$ cat config.mk
export PLATFORM = sky130hd
export DESIGN_NAME = mem_download_gen_flat
export DESIGN_NICKNAME = d
export VERILOG_FILES = /design/src/rtl/mem_download_gen_if.sv /design/src/rtl/mem_download_gen.sv /design/src/flat_wrapper.sv
export SDC_FILE = /design/constraint.sdc
export NUM_CORES = 1
export LEC_CHECK = 0
export CORE_MARGIN = 2
export CORE_UTILIZATION = 47
export DETAILED_ROUTE_END_ITERATION = 10
export GPL_TIMING_DRIVEN = 0
export PLACE_DENSITY = 0.91
export SYNTH_ARGS = -nofsm -noshare
export SYNTH_HDL_FRONTEND = slang
export SYNTH_SLANG_ARGS = --single-unit
export TNS_END_PERCENT = 1
$ cat constraint.sdc
create_clock -name clk -period 2.4 [get_ports clk]
set_input_delay 0.48 -clock clk [delete_from_list [all_inputs] [get_ports clk]]
set_output_delay 0.48 -clock clk [all_outputs]
set_load 0.03 [all_outputs]
$ cat src/rtl/mem_download_gen_if.sv
// Purpose : flit-in / message-out bundle between the memory FIFO, mem_download_gen and the memory controller.
// Latency : n/a (wires only); the slave modport is the deserializer, the master modport is its surroundings.
// Backpres: m_download_ready low means the FIFO must hold its flit; mem_done_access releases a message.
interface mem_download_gen_if #(
   parameter int FLIT_W    = 16,
   parameter int MAX_FLITS = 11
);
   localparam int MSG_W = FLIT_W * MAX_FLITS;
   localparam int CNT_W = $clog2(MAX_FLITS + 1);

   logic [FLIT_W-1:0] IN_flit_mem;
   logic              v_IN_flit_mem;
   logic [1:0]        In_flit_ctrl;
   logic              mem_done_access;
   logic              m_download_ready;
   logic              v_m_download;
   logic [MSG_W-1:0]  m_download_flits;
   logic [CNT_W-1:0]  m_download_flit_cnt;
   logic [1:0]        m_download_state;
   logic              m_download_err;

   // the deserializer itself
   modport slave (
      input  IN_flit_mem, v_IN_flit_mem, In_flit_ctrl, mem_done_access,
      output m_download_ready, v_m_download, m_download_flits,
             m_download_flit_cnt, m_download_state, m_download_err
   );

   // FIFO + memory controller side
   modport master (
      output IN_flit_mem, v_IN_flit_mem, In_flit_ctrl, mem_done_access,
      input  m_download_ready, v_m_download, m_download_flits,
             m_download_flit_cnt, m_download_state, m_download_err
   );
endinterface

$ cat src/rtl/mem_download_gen.sv
// Purpose : packs 1..MAX_FLITS flits (head at MSBs) into one message and holds it for the memory controller.
// Latency : message valid from the edge that accepts the tail; released on the edge mem_done_access is seen.
// Backpres: ready is low only while a message is presented (RDY); one bubble cycle per message after release.
// Ports   : clk, rst (async active-low), bus (slave modport: flit in, message/count/state/err out).
module mem_download_gen #(
   parameter int FLIT_W    = 16,
   parameter int MAX_FLITS = 11
) (
   input  logic              clk,
   input  logic              rst,
   mem_download_gen_if.slave bus
);
   localparam int MSG_W = FLIT_W * MAX_FLITS;
   localparam int CNT_W = $clog2(MAX_FLITS + 1);
   localparam logic [CNT_W-1:0] CNT_MAX = CNT_W'(MAX_FLITS);
   localparam logic [CNT_W-1:0] CNT_ONE = CNT_W'(1);

   localparam logic [1:0] CTRL_NONE = 2'b00;
   localparam logic [1:0] CTRL_HEAD = 2'b01;
   localparam logic [1:0] CTRL_TAIL = 2'b11;

   typedef enum logic [1:0] {
      IDLE = 2'b00,
      BUSY = 2'b01,
      RDY  = 2'b10
   } state_t;

   state_t           state;
   logic [MSG_W-1:0] msg;
   logic [CNT_W-1:0] cnt;
   logic             msg_vld;
   logic             err;
   // Set after an overflow: non-head flits keep being dropped (with err)
   // until a head resynchronises us, so a stray tail is not mistaken for
   // a single-flit message.
   logic             drop;

   logic             accept;
   logic [MSG_W-1:0] head_msg;
   logic [MSG_W-1:0] slot_msg;

   assign accept = bus.v_IN_flit_mem && (state != RDY) && (bus.In_flit_ctrl != CTRL_NONE);

   always_comb begin
      // fresh buffer with the flit in slot 0
      head_msg = '0;
      head_msg[MSG_W-1 -: FLIT_W] = bus.IN_flit_mem;
      // current buffer with the flit in slot cnt
      slot_msg = msg;
      for (int i = 0; i < MAX_FLITS; i++) begin
         if (cnt == CNT_W'(i)) begin
            slot_msg[MSG_W-1-i*FLIT_W -: FLIT_W] = bus.IN_flit_mem;
         end
      end
   end

   always_ff @(posedge clk or negedge rst) begin
      if (!rst) begin
         state   <= IDLE;
         msg     <= '0;
         cnt     <= '0;
         msg_vld <= 1'b0;
         err     <= 1'b0;
         drop    <= 1'b0;
      end else begin
         err <= 1'b0;
         case (state)
            IDLE: begin
               if (accept) begin
                  if (bus.In_flit_ctrl == CTRL_HEAD) begin
                     msg  <= head_msg;
                     cnt  <= CNT_ONE;
                     drop <= 1'b0;
                     if (MAX_FLITS == 1) begin
                        state   <= RDY;
                        msg_vld <= 1'b1;
                     end else begin
                        state <= BUSY;
                     end
                  end else if (bus.In_flit_ctrl == CTRL_TAIL && !drop) begin
                     msg     <= head_msg;
                     cnt     <= CNT_ONE;
                     state   <= RDY;
                     msg_vld <= 1'b1;
                  end else begin
                     err <= 1'b1;
                  end
               end
            end
            BUSY: begin
               if (accept) begin
                  if (bus.In_flit_ctrl == CTRL_HEAD) begin
                     // unexpected head: abandon the partial message, restart
                     msg <= head_msg;
                     cnt <= CNT_ONE;
                     err <= 1'b1;
                  end else if (cnt < CNT_MAX) begin
                     msg <= slot_msg;
                     cnt <= cnt + CNT_ONE;
                     if (bus.In_flit_ctrl == CTRL_TAIL) begin
                        state   <= RDY;
                        msg_vld <= 1'b1;
                     end
                  end else begin
                     // overflow
                     err   <= 1'b1;
                     cnt   <= '0;
                     drop  <= 1'b1;
                     state <= IDLE;
                  end
               end
            end
            RDY: begin
               if (bus.mem_done_access) begin
                  state   <= IDLE;
                  msg_vld <= 1'b0;
               end
            end
            default: begin
               state   <= IDLE;
               msg_vld <= 1'b0;
            end
         endcase
      end
   end

   assign bus.m_download_ready    = (state != RDY);
   assign bus.v_m_download        = msg_vld;
   assign bus.m_download_flits    = msg;
   assign bus.m_download_flit_cnt = cnt;
   assign bus.m_download_state    = state;
   assign bus.m_download_err      = err;
endmodule

$ cat src/flat_wrapper.sv
// flat-port wrapper written by rule: the top's interface ports become plain ports
module mem_download_gen_flat 
#(
   parameter int FLIT_W    = 16,
   parameter int MAX_FLITS = 11
)
  (clk, rst, bus_IN_flit_mem, bus_v_IN_flit_mem, bus_In_flit_ctrl, bus_mem_done_access, bus_m_download_ready, bus_v_m_download, bus_m_download_flits, bus_m_download_flit_cnt, bus_m_download_state, bus_m_download_err);
  mem_download_gen_if #(.FLIT_W(FLIT_W), .MAX_FLITS(MAX_FLITS)) bus_i ();
  input  logic clk;
  input  logic rst;
  input wire logic [$bits(bus_i.IN_flit_mem)-1:0] bus_IN_flit_mem;
  input wire logic [$bits(bus_i.v_IN_flit_mem)-1:0] bus_v_IN_flit_mem;
  input wire logic [$bits(bus_i.In_flit_ctrl)-1:0] bus_In_flit_ctrl;
  input wire logic [$bits(bus_i.mem_done_access)-1:0] bus_mem_done_access;
  output wire logic [$bits(bus_i.m_download_ready)-1:0] bus_m_download_ready;
  output wire logic [$bits(bus_i.v_m_download)-1:0] bus_v_m_download;
  output wire logic [$bits(bus_i.m_download_flits)-1:0] bus_m_download_flits;
  output wire logic [$bits(bus_i.m_download_flit_cnt)-1:0] bus_m_download_flit_cnt;
  output wire logic [$bits(bus_i.m_download_state)-1:0] bus_m_download_state;
  output wire logic [$bits(bus_i.m_download_err)-1:0] bus_m_download_err;
  assign bus_i.IN_flit_mem = bus_IN_flit_mem;
  assign bus_i.v_IN_flit_mem = bus_v_IN_flit_mem;
  assign bus_i.In_flit_ctrl = bus_In_flit_ctrl;
  assign bus_i.mem_done_access = bus_mem_done_access;
  assign bus_m_download_ready = bus_i.m_download_ready;
  assign bus_v_m_download = bus_i.v_m_download;
  assign bus_m_download_flits = bus_i.m_download_flits;
  assign bus_m_download_flit_cnt = bus_i.m_download_flit_cnt;
  assign bus_m_download_state = bus_i.m_download_state;
  assign bus_m_download_err = bus_i.m_download_err;
  mem_download_gen #(.FLIT_W(FLIT_W), .MAX_FLITS(MAX_FLITS)) u_core (.clk(clk), .rst(rst), .bus(bus_i));
endmodule
* Word-level counts from Yosys, hierarchy flattened
Index checks and enable logic that the tools add are counted.
W data, S select, Z words.
** Word-level totals
- Bits in registers :: 185
- Bits of input ports :: 22
- Output and inout bits :: 185
- Word-level logic and storage cells :: 136
** Cells by class
- Add/subtract/negate cells :: 1
- $lt $le $gt $ge :: 1
- Equality and inequality tests :: 39
- Muxes and demuxes :: 56
- Reduce and logical (&&, ||, !) cells :: 23
** Operators by type and width (count)
- $mux W176 :: 6
- $pmux W176 S2 :: 1
- $mux W16 :: 11
- $reduce_and A6 Y1 :: 13
- $ne A3 B1 Y1 const B :: 13
- $mux W4 :: 6
- $mux W1 :: 19
- $eq A4 B3 Y1 const B :: 4
- $mux W2 :: 8
- $eq A4 B4 Y1 const B :: 3
- $ne A2 B1 Y1 const B :: 6
- $ne A2 B2 Y1 const B :: 5
- $eq A4 B2 Y1 const B :: 2
- $pmux W4 S2 :: 1
- $reduce_and A8 Y1 :: 1
- $pmux W2 S3 :: 1
- $add A4 B1 Y4 const B :: 1
- $eq A2 B1 Y1 const B :: 2
- $eq A2 B2 Y1 const B :: 2
- $eq A4 B1 Y1 const B :: 1
- $logic_not A4 Y1 :: 1
- $lt A4 B4 Y1 const B :: 1
- $pmux W1 S2 :: 2
- $reduce_and A4 Y1 :: 1
- other kinds (6) :: 9

* Longest topological paths before layout
- Depth in word-level cells :: 6
- Gate-level depth with buffers :: 8
- Gate-level depth less buffers :: 6

* Least setup slack after synthesis
OpenSTA, ideal clock, no wires.
- Path type :: input to register
- Start point :: input bus_In_flit_ctrl[1]
- End point :: register u_core.msg[165], in the netlist u_core.bus.m_download_flits[165]
- Setup time :: 0.125 ns
- Arrival :: 1.831 ns
- Data required time :: 2.275 ns
- Setup slack :: 0.444 ns
- Cell stages on the path :: 6
- Path buffers :: 2
- Path through :: buf_2 -> a21boi_0 -> o21ai_0 -> a31oi_2 -> buf_6 -> mux2_2
** On the way
- Cells in the longest elaborated chain, start to end :: 4
- Elaborated cells on any way between the ends :: 16
- Classes of those cells :: eq/ne: 7; mux: 5; reduce/logical: 4
** RTL lines
- start: declaration :: RTL line flat_wrapper.sv:13 : input wire logic [$bits(bus_i.In_flit_ctrl)-1:0] bus_In_flit_ctrl;
- $eq A2 B2 Y1, or another cell as far along :: RTL line mem_download_gen.sv:80 : end else if (bus.In_flit_ctrl == CTRL_TAIL && !drop) begin
- $logic_and A1 B1 Y1, or another cell as far along :: RTL line mem_download_gen.sv:80
- $ne A3 B1 Y1 (no source line), or another cell as far along
- $reduce_and A6 Y1 (no source line) or $pmux W176 S2 (tied branches)
- end signal: assignment :: RTL line mem_download_gen.sv:81 : msg <= head_msg;
- end signal: assignment :: RTL line mem_download_gen.sv:94 : msg <= head_msg;
- end signal: assignment :: RTL line mem_download_gen.sv:98 : msg <= slot_msg;
- end: declaration :: RTL line mem_download_gen.sv:29 : logic [MSG_W-1:0] msg;
Several ways; a longest one is shown, not always the timed one. The select of a mux whose other input is x is not followed.
A chain may end at the register's enable or synchronous reset.

* Worst setup path in the final report
- Start point :: input bus_In_flit_ctrl[0]
- End point :: register u_core.msg[14], in the netlist u_core.bus.m_download_flits[14]
Same word-level chain as after synthesis.

==> impl_metrics.sql <==
INSERT INTO impl_metrics (metric_group, metric, value, unit) VALUES
('status', 'run_status', 'complete, no violations', ''),
('logic_synthesis', 'synth_top_cell_by_area', 'sky130_fd_sc_hd__dfrtp_1', ''),
('timing', 'clock-skew-final', '0.00919', 'ns'),
('clock_tree', 'clock_path_buffers', '2', ''),
('clock_tree', 'clkSinkCount', '185', ''),
('setup_path', 'critPathRequiredTime', '2.71', 'ns'),
('logic_synthesis', 'most_area_consuming_cells_after_synthesis', 'sky130_fd_sc_hd__dfrtp_1 (66%), sky130_fd_sc_hd__a22o_1 (20%), sky130_fd_sc_hd__mux2_2 (2.4%)', ''),
('grt', 'grt_util_all_layers', '26.7', '%'),
('routing', 'dr.first_iter.drc_count', '546', ''),
('routing', 'drt_wl_total', '21100', 'microns'),
('logic_synthesis', 'synth_seq_cells', '185', ''),
('clock_tree', 'h-tree-depth', '4', ''),
('timing', 'final.min_clock_period', '2.28', 'ns'),
('cells_and_area', 'post_route_cells_drive_above_1_share', '11.5', '%'),
('timing', 'finalSetupViolations', '0', ''),
('power', 'p_total', '8700', 'uW'),
('run', 'drv_cap', '0', ''),
('die', 'floorplan.rows', '44', ''),
('cells_and_area', 'finish.net_count', '750', ''),
('clock_tree', 'clk_latency', '0.43', 'ns'),
('clock_tree', 'clockRootBuffer', 'sky130_fd_sc_hd__clkbuf_16', ''),
('grt', 'grt_first_pass_wirelength', '32500', 'microns'),
('power', 'switching_part_of_the_total', '32.5', '%'),
('routing', 'detailroute.via_count', '5552', ''),
('logic_synthesis', 'synth_area_per_cell', '14.1', 'sq um'),
('routing', 'postRouteAntennaNets', '0', ''),
('timing', 'post-route-period-util', '95.1', '%'),
('setup_path', 'depth_of_the_worst_register_to_register_path', '6', ''),
('logic_synthesis', 'synth_cell_type_count', '41', ''),
('die', 'initial_utilization', '48.3', '%'),
('timing', 'fin_worst_hold_slack', '0.0797', 'ns'),
('logic_synthesis', 'syn_inst', '499', ''),
('clock_tree', 'post_cts_buffers', '0', ''),
('die', 'die_height', '126', 'microns'),
('cells_and_area', 'layout_common_cells', 'sky130_fd_sc_hd__clkdlybuf4s50_1 (204), sky130_fd_sc_hd__dfrtp_1 (185), sky130_fd_sc_hd__a22o_1 (160), sky130_fd_sc_hd__buf_2 (24), sky130_fd_sc_hd__clkbuf_1 (23)', ''),
('timing', 'fin_setup_tns', '0', 'ns'),
('logic_synthesis', 'synth_nets', '525', ''),
('logic_synthesis', 'syn_area', '0.00704', 'sq mm'),
('cells_and_area', 'area_growth', '41.1', '%'),
('routing', 'drt_first_pass_iters', '5', ''),
('setup_path', 'critical_path_start_end_classification', 'in -> reg', ''),
('setup_path', 'worstSetupStartpointType', 'input pin', ''),
('routing', 'route.detailed.vias_per_inst', '6.03', ''),
('power', 'irDropWorstVdd', '605', 'uV'),
('routing', 'drc_errors', '0', ''),
('logic_synthesis', 'synth-edff-count', '0', ''),
('routing', 'route.detailed.wl_per_inst', '22.9', 'microns'),
('clock_tree', 'clk_transition_reported_paths', '0.07', 'ns'),
('power', 'leakagePower', '0.00450', 'uW'),
('die', 'fp.dieW', '126', 'microns'),
('hold_path', 'hold_path.class', 'in -> async', ''),
('setup_path', 'timing.critical_path.to_type', 'flip-flop', ''),
('logic_synthesis', 'yosysWarnings', '0', ''),
('timing', 'maxSlewHeadroom', '46.3', '%'),
('timing', 'worst-slew-pin-transition', '0.805', 'ns'),
('clock_tree', 'cts-hold-fix-buffers', '0', ''),
('power', 'proportion_of_power_drawn_by_combinational_gates', '27.2', '%'),
('die', 'fp.coreArea', '0.0146', 'sq mm'),
('timing', 'highest_attainable_clock_frequency', '0.438', 'GHz'),
('logic_synthesis', 'ys_async_sr_fraction', '100', '%'),
('clock_tree', 'tritoncts', 'yes', ''),
('timing', 'rsz_0062_raised_after_global_routing', 'false', ''),
('clock_tree', 'number_of_buffers_created_by_cts', '17', ''),
('timing', 'maxSlewViolCount', '0', ''),
('timing', 'final_hold_viol_count', '0', ''),
('grt', 'grt_pass1_vias', '5649', ''),
('grt', 'grt_max_degree', '102', ''),
('place', 'port-buffer-count', '205', ''),
('setup_path', 'crit_arrival', '2.59', 'ns'),
('grt', 'gr-total-overflow', '0', ''),
('logic_synthesis', 'synth_top_flop_cell', 'sky130_fd_sc_hd__dfrtp_1', '');
[stage by stage]
step | std cells | instance area [sq um] | utilization [%] | setup WS (ns)
floorplan | 499 | 7040 | - | 0.444
global placement | 888 | 9320 | 63.9 | -6.00
detailed placement | 889 | 9360 | 64.1 | -0.442
CTS | 921 | 9920 | 68.0 | 0.0164
global route | 921 | 9930 | 68.1 | 0.0148
finish | 921 | 9930 | 68.1 | 0.118
[sequential cells by signal (all words and copies together) (netlist names)]
register,flops
u_core.bus.m_download_flit_cnt,4
u_core.bus.v_m_download,1
u_core.drop,1
u_core.bus.m_download_state,2
u_core.bus.m_download_err,1
u_core.bus.m_download_flits,176
[cell usage after synthesis (6+ instances only)]
cell type,instances
sky130_fd_sc_hd__o21ai_2,6
sky130_fd_sc_hd__inv_1,7
sky130_fd_sc_hd__nand2_1,9
sky130_fd_sc_hd__nor2b_1,7
sky130_fd_sc_hd__clkbuf_1,21
sky130_fd_sc_hd__mux2_2,15
sky130_fd_sc_hd__buf_2,24
sky130_fd_sc_hd__nor2_1,8
sky130_fd_sc_hd__o21ai_0,10
sky130_fd_sc_hd__a22o_1,160
sky130_fd_sc_hd__dfrtp_1,185
[final cells by class]
cell class | instances | area [sq um]
fill | 968 | 4660
sequential | 185 | 4630
multi-input combinational | 257 | 2160
timing repair buffer | 206 | 2080
clock buffer | 22 | 474
buffer | 50 | 234
tap | 184 | 230
clock inverter | 10 | 93.8
inverter | 7 | 26.3
[kinds of logic after synthesis]
kind of cell / synth area share [%]
muxes: 2.56
adders and majority gates: 0.711
buffers and inverters: 3.70
AOI/OAI and AO/OA: 23.3
DFF: 65.7
and+or+nand+nor: 4.03
[worst paths after layout]
check / start / end / slack (ns)
worst max register to register: u_core.bus.m_download_state[0] / u_core.bus.m_download_flits[14] / 0.22
worst min-delay path: rst / u_core.bus.m_download_flits[175] / 0.08
max in group asynchronous: rst / u_core.bus.m_download_flits[40] / 1.44
min in group clk: bus_In_flit_ctrl[1] / u_core.bus.m_download_err / 0.42
worst max-delay path: bus_In_flit_ctrl[0] / u_core.bus.m_download_flits[14] / 0.12
worst min register to register: u_core.bus.m_download_flits[24] / u_core.bus.m_download_flits[24] / 0.50
[power groups by stage]
| stage | sequential, uW | clock, uW | combinational, uW |
|---|---|---|---|
| CTS | 3630 | 2730 | 2360 |
| global route | 3670 | 2860 | 2490 |
| detailed placement | 3690 | 0 | 2340 |
| floorplan | 4250 | 0 | 759 |
| global placement | 3660 | 0 | 2270 |
| finish | 3640 | 2700 | 2370 |
[metal layers]
layer	GRT usage [%]	up-vias	wire, microns
met1	36.1	2864	8990
met5	0	-	0
met4	12.2	0	570
li1	-	2340	-
met3	6.33	49	1510
met2	41.2	299	10000
[worst max-delay path: stages]
cell                              delay [ns]
sky130_fd_sc_hd__clkdlybuf4s50_1        0.58
sky130_fd_sc_hd__a21boi_0               0.27
sky130_fd_sc_hd__o21a_2                 0.27
sky130_fd_sc_hd__buf_2                  0.26
sky130_fd_sc_hd__nand2_1                0.23
sky130_fd_sc_hd__buf_2                  0.27
sky130_fd_sc_hd__a22o_1                 0.22
No activity file was read; power rests on OpenSTA's default activity.
